**config.mk**
```make
export PLATFORM = sky130hd
export DESIGN_NAME = pb_debounce_multi
export DESIGN_NICKNAME = d
export VERILOG_FILES = /design/src/rtl/pb_debounce_multi_pkg.sv /design/src/rtl/pb_debounce_chan.sv /design/src/rtl/pb_debounce_multi.sv
export SDC_FILE = /design/constraint.sdc
export NUM_CORES = 1
export LEC_CHECK = 0
export CAP_MARGIN = 0
export CORE_MARGIN = 5
export CORE_UTILIZATION = 35
export DETAILED_ROUTE_END_ITERATION = 16
export GPL_ROUTABILITY_DRIVEN = 0
export PLACE_DENSITY = 0.5
export SLEW_MARGIN = 20
export SYNTH_ARGS = -nofsm -noshare
export SYNTH_HDL_FRONTEND = slang
export SYNTH_SLANG_ARGS = --single-unit
```
**constraint.sdc**
```tcl
create_clock -name clk -period 4.75 [get_ports clk]
set_input_delay 0.7125 -clock clk [delete_from_list [all_inputs] [get_ports clk]]
set_output_delay 0.7125 -clock clk [all_outputs]
set_load 0.02 [all_outputs]
```
**src/rtl/pb_debounce_multi_pkg.sv**
```systemverilog
// rtl/pb_debounce_multi_pkg.sv - shared constants and width helpers for the multi-channel debouncer
// Purpose: board clock / 1 ms tick divider default and constant-width helpers.
// Ports: none (package).
package pb_debounce_multi_pkg;

  localparam int BOARD_CLK_HZ = 50_000_000;
  localparam int DIV_1MS      = BOARD_CLK_HZ / 1000;

  // Ceiling log2; clog2(0) and clog2(1) both give 0.
  function automatic int clog2(input int n);
    int r;
    r = 0;
    for (int i = 0; i < 31; i++) begin
      if ((1 << i) < n) r = i + 1;
    end
    return r;
  endfunction

  // Bits needed to hold every value 0..n, never less than one.
  function automatic int width_of(input int n);
    int w;
    w = clog2(n + 1);
    return (w < 1) ? 1 : w;
  endfunction

  function automatic int max2(input int a, input int b);
    return (a > b) ? a : b;
  endfunction

endpackage

```
**src/rtl/pb_debounce_chan.sv**
```systemverilog
// rtl/pb_debounce_chan.sv - one debounced push-button channel
// Purpose: synchroniser, sample history, stable level, rise/fall pulses and hold auto-repeat.
// Ports:
//   clk, rst_n : clock, asynchronous active-low reset
//   tick       : common sample strobe, one clk wide
//   btn_raw    : raw asynchronous pin
//   state      : debounced level, 1 = pressed
//   rise, fall : one-clk press / release pulses
//   rpt        : one-clk auto-repeat pulse while held
module pb_debounce_chan
  import pb_debounce_multi_pkg::*;
#(
  parameter int DEPTH      = 8,
  parameter int ACTIVE_LOW = 0,
  parameter int REPEAT_DLY = 0,
  parameter int REPEAT_PER = 100
) (
  input  logic clk,
  input  logic rst_n,
  input  logic tick,
  input  logic btn_raw,
  output logic state,
  output logic rise,
  output logic fall,
  output logic rpt
);

  localparam int            CW      = width_of(max2(REPEAT_DLY, REPEAT_PER));
  localparam logic          INV     = (ACTIVE_LOW != 0);
  localparam logic          RPT_EN  = (REPEAT_DLY > 0);
  localparam logic [CW-1:0] DLY_LIM = CW'(REPEAT_DLY);
  localparam logic [CW-1:0] PER_LIM = CW'(REPEAT_PER);

  logic             sync1;
  logic             sync2;
  logic [DEPTH-1:0] hist;
  logic [DEPTH-1:0] hist_next;
  logic             all_on;
  logic             all_off;
  logic [CW-1:0]    hold_cnt;
  logic [CW-1:0]    hold_lim;
  logic [CW-1:0]    cnt_inc;
  logic             rpt_hit;

  // Polarity is folded in before the synchroniser so everything downstream
  // sees 1 = pressed; reset therefore parks the flops at "released".
  always_ff @(posedge clk or negedge rst_n) begin
    if (!rst_n) begin
      sync1 <= 1'b0;
      sync2 <= 1'b0;
    end else begin
      sync1 <= btn_raw ^ INV;
      sync2 <= sync1;
    end
  end

  // Decisions are taken on the history as it will be after this tick's shift.
  assign hist_next = {hist[DEPTH-2:0], sync2};
  assign all_on    = &hist_next;
  assign all_off   = ~|hist_next;
  assign cnt_inc   = hold_cnt + CW'(1);
  assign rpt_hit   = RPT_EN && (cnt_inc == hold_lim);

  always_ff @(posedge clk or negedge rst_n) begin
    if (!rst_n) begin
      hist     <= '0;
      state    <= 1'b0;
      rise     <= 1'b0;
      fall     <= 1'b0;
      rpt      <= 1'b0;
      hold_cnt <= '0;
      hold_lim <= '0;
    end else begin
      rise <= 1'b0;
      fall <= 1'b0;
      rpt  <= 1'b0;
      if (tick) begin
        hist <= hist_next;
        if (all_on && !state) begin
          state    <= 1'b1;
          rise     <= 1'b1;
          hold_cnt <= '0;
          hold_lim <= DLY_LIM;
        end else if (all_off && state) begin
          // Release takes priority over a repeat due on the same tick.
          state    <= 1'b0;
          fall     <= 1'b1;
          hold_cnt <= '0;
        end else if (state && RPT_EN) begin
          // First repeat after REPEAT_DLY ticks, then every REPEAT_PER ticks;
          // the counter restarts at each repeat so it never passes its limit.
          if (rpt_hit) begin
            rpt      <= 1'b1;
            hold_cnt <= '0;
            hold_lim <= PER_LIM;
          end else begin
            hold_cnt <= cnt_inc;
          end
        end
      end
    end
  end

endmodule

```
**src/rtl/pb_debounce_multi.sv**
```systemverilog
// rtl/pb_debounce_multi.sv - multi-channel push-button debouncer with shared sample prescaler
// Purpose: divides clk into a sample tick and fans it out to CHANNELS debounce channels.
// Ports:
//   clk, rst_n : system clock, asynchronous active-low reset
//   btn_in     : raw asynchronous button pins
//   btn_state  : debounced levels, 1 = pressed
//   btn_rise   : one-clk press pulses
//   btn_fall   : one-clk release pulses
//   btn_rpt    : one-clk auto-repeat pulses while held
//   tick_out   : sample tick, one clk wide
module pb_debounce_multi
  import pb_debounce_multi_pkg::*;
#(
  parameter int CHANNELS   = 4,
  parameter int DEPTH      = 8,
  parameter int DIV        = DIV_1MS,
  parameter int ACTIVE_LOW = 0,
  parameter int REPEAT_DLY = 0,
  parameter int REPEAT_PER = 100
) (
  input  logic                clk,
  input  logic                rst_n,
  input  logic [CHANNELS-1:0] btn_in,
  output logic [CHANNELS-1:0] btn_state,
  output logic [CHANNELS-1:0] btn_rise,
  output logic [CHANNELS-1:0] btn_fall,
  output logic [CHANNELS-1:0] btn_rpt,
  output logic                tick_out
);

  localparam int            PW   = width_of(DIV - 1);
  localparam logic [PW-1:0] LAST = PW'(DIV - 1);

  logic [PW-1:0] pre_cnt;

  // With DIV = 1 LAST is 0, the count never leaves 0 and the tick is
  // asserted every cycle.
  always_ff @(posedge clk or negedge rst_n) begin
    if (!rst_n) begin
      pre_cnt <= '0;
    end else if (pre_cnt == LAST) begin
      pre_cnt <= '0;
    end else begin
      pre_cnt <= pre_cnt + PW'(1);
    end
  end

  assign tick_out = (pre_cnt == LAST);

  for (genvar g = 0; g < CHANNELS; g++) begin : g_chan
    pb_debounce_chan #(
      .DEPTH      (DEPTH),
      .ACTIVE_LOW (ACTIVE_LOW),
      .REPEAT_DLY (REPEAT_DLY),
      .REPEAT_PER (REPEAT_PER)
    ) u_chan (
      .clk     (clk),
      .rst_n   (rst_n),
      .tick    (tick_out),
      .btn_raw (btn_in[g]),
      .state   (btn_state[g]),
      .rise    (btn_rise[g]),
      .fall    (btn_fall[g]),
      .rpt     (btn_rpt[g])
    );
  end

endmodule

```
==> metrics <==
Post-synth ARST share 100%; Critical Path End tick_out; Die Width 97.7 um; share of cells above drive strength 1 ~10%; Slew Limit Fails 0; share of the synthesized area in the top cell type roughly 59%; vias in the first global route about 1,700; Final Cycle Share ~66%; Max Fclk around 320 MHz; leakage power 0.00151 uW; Setup Fix Bufs, Post-CTS 0; clock root buffer clkbuf_8; setup TNS 0 ps; Via Count between 1,500 and 2,000; Crit path required time approximately 4000 ps; ANT nets after route 0; CP Class flop to output pin; Reg clk slew, reported paths 70 ps; area of the die 9550 um^2; Max Buffers Root-to-Sink 2; EDFF count, synth 0; Yosys warnings 0; Pre-antenna DRT Iters 4; final net count 280; number of buffers created by CTS 9; Cells after Synth 262; Cell Chain, Critical Path ha_1 -> and3_1 -> nand4_4 -> buf_4 -> clkinv_1 -> clkdlybuf4s50_1; WL/cell roughly 12 um; Crit. path cell count 6; FF-to-FF Start pre_cnt[0]; number of antenna violations at the first check in global routing 0; total global-route track usage 10.7%; hold buffers post-CTS 0; Synth top cells by count nand2_1 (95), dfrtp_1 (64), buf_4 (16); CTS tree built; Starting Density between 30% and 40%; Post-Place Cells 364; measured slew at the worst slew-check pin 546 ps; CP max FO 45; die extent in y 97.7 um; critical path's largest stage delay around 570 ps; CP Capture Type output pin; VDD IR max between 0.15 and 0.2 mV; sequential area share after synthesis between 50% and 60%; R2R cell count 8; DRT iter0 DRCs 73; Final Hold Vio Count 0; post-cts gate resize count 0; worst-skew pair later-pin latency 330 ps; Synth area leaders dfrtp_1 (59%), nand2_1 (13%), buf_4 (4.5%); largest net degree at the start of global routing 46; Remaining DRCs 0; syn_area_per_cell roughly 10 um^2; global-route wire length before repair 8230 um; Netlist cell types 28; critical path launch point pre_cnt[0]; worst relative slew slack 63.6%; top_reg_cell synth dfrtp_1; reg2reg end g_chan[3].u_chan.hist[0]; Slowest-stage cell, CP clkdlybuf4s50_1; # IOs 23; Layout area overhead 15.5%; Fin Clk Skew between 8 and 9 ps; #FFs+latches synth 64; crit path buf inv count 3; Non-Filler Instances 380; mapped cell area roughly 2700 um^2; CP arrival 2420 ps; R2R setup slack approximately 2700 ps; grt ovf 0; Reg area between 1500 and 2000 um^2; Yosys top cell by area dfrtp_1; Min-Delay Path Class input pin to async pin; most instantiated library cell after synthesis nand2_1; # port buffers 18; maxcap violations 0; cell row count 32; RSZ-0062 raised after global routing no; clock sinks 64; diodes inserted 0; CP delay by family, top buffers and inverters; Via-to-Cell Ratio 4.55; Critical Path Start Type flop; Core Area 7610 um^2; Post-DP HPWL 2900 um; area of the multi-input gates between 900 and 1000 um^2; fill count 766; H-tree depth 3; Power Density between 300 and 400 nW/um^2; minimum clock period between 3000 and 4000 ps; final setup fails 0; status finished, final reports clean; Detailed Route WL around 4600 um
## cell type report
class	count	area share (%)
Sequential cell	64	51.5
Multi-Input combinational cell	175	30.1
Timing Repair Buffer	21	6.36
Clock buffer	12	5.31
Tap cell	102	4.10
Clock inverter	4	2.41
Inverter	2	0.241
## how the worst min path moves through the flow
stage / endpoint / cells after the start / startpoint
floorplan: g_chan[0].u_chan.sync2 / 0 / g_chan[0].u_chan.sync1
global placement: g_chan[2].u_chan.sync2 / 0 / g_chan[2].u_chan.sync1
detailed placement: g_chan[1].u_chan.sync2 / 0 / g_chan[1].u_chan.sync1
CTS: g_chan[2].u_chan.hist[6] / 1 / rst_n
global route: g_chan[0].u_chan.hist[2] / 1 / rst_n
finish: g_chan[0].u_chan.rise / 1 / rst_n
## cell usage in the layout (no fill, tap or decap), drive strengths merged
cell type,netlist,layout
xnor2,5,5
clkbuf,0,12
o41ai,1,1
nand2b,4,4
o311ai,1,1
bufinv,0,2
clkinvlp,0,2
ha,1,1
inv,1,1
clkdlybuf4s50,0,17
dfrtp,64,64
conb,1,4
nor2,12,12
and4,1,1
and2,1,1
nor3,4,4
clkinv,1,1
buf,24,4
nand3,9,9
and3,3,3
nand4b,8,8
and4bb,2,2
nor4b,1,1
o21ai,4,4
mux2i,2,2
nor4,8,8
nand2,95,95
nand4,3,3
xor2,6,6
## through the flow
stage / worst slack, ps / instance area (um^2) / utilization [%] / hold slack (ps) / power (uW)
2_1_floorplan: 2690 / 2700 / - / 331 / 566
3_3_place_gp: 1960 / 2870 / 37.7 / 331 / 580
3_5_place_dp: 1970 / 2870 / 37.7 / 335 / 580
4_1_cts: 1570 / 3110 / 40.9 / 316 / 1140
5_1_grt: 1480 / 3110 / 40.9 / 349 / 1160
6_report: 1610 / 3110 / 40.9 / 312 / 1110
## state kept, by name, indices dropped and copies added, names as in the netlist
| signal | cells |
|---|---|
| g_chan.u_chan.hist | 28 |
| g_chan.u_chan.sync2 | 4 |
| g_chan.u_chan.rise | 4 |
| pre_cnt | 16 |
| g_chan.u_chan.fall | 4 |
| g_chan.u_chan.sync1 | 4 |
| g_chan.u_chan.state | 4 |
## worst reg2reg max path, stage by stage (launching register included)
cell	delay (ps)
dfrtp_1	400
ha_1	230
and3_1	230
nand4_4	90
buf_4	420
clkinv_1	160
buf_4	280
nand2_1	130
nand2_1	50
## power by group
part	leakage [uW]	switching (uW)	internal, uW
clock	0.000115	208	339
sequential	0.000862	1.92	548
combinational	0.000529	13.6	4.15
total	0.00151	223	891
## cells by family after synthesis
family | count (synthesis) | share of synthesized area (%)
simple gates | 151 | 28.0
fa+ha+maj | 1 | 0.465
compound gates | 6 | 1.39
other cells | 1 | 0.139
flops | 64 | 59.5
mux | 2 | 0.744
xor+xnor | 11 | 3.58
buf+inv | 26 | 6.23
## layer usage
| metal | routed length [um] | vias to the layer above | track usage [%] |
|---|---|---|---|
| li1 | - | 859 | - |
| met1 | 2280 | 828 | 14.3 |
| met2 | 2060 | 34 | 16.0 |
| met3 | 181 | 8 | 2.94 |
| met4 | 91 | 0 | 5.11 |
| met5 | 0 | - | 0 |
Note: power is estimated with default switching activity, not from simulation.
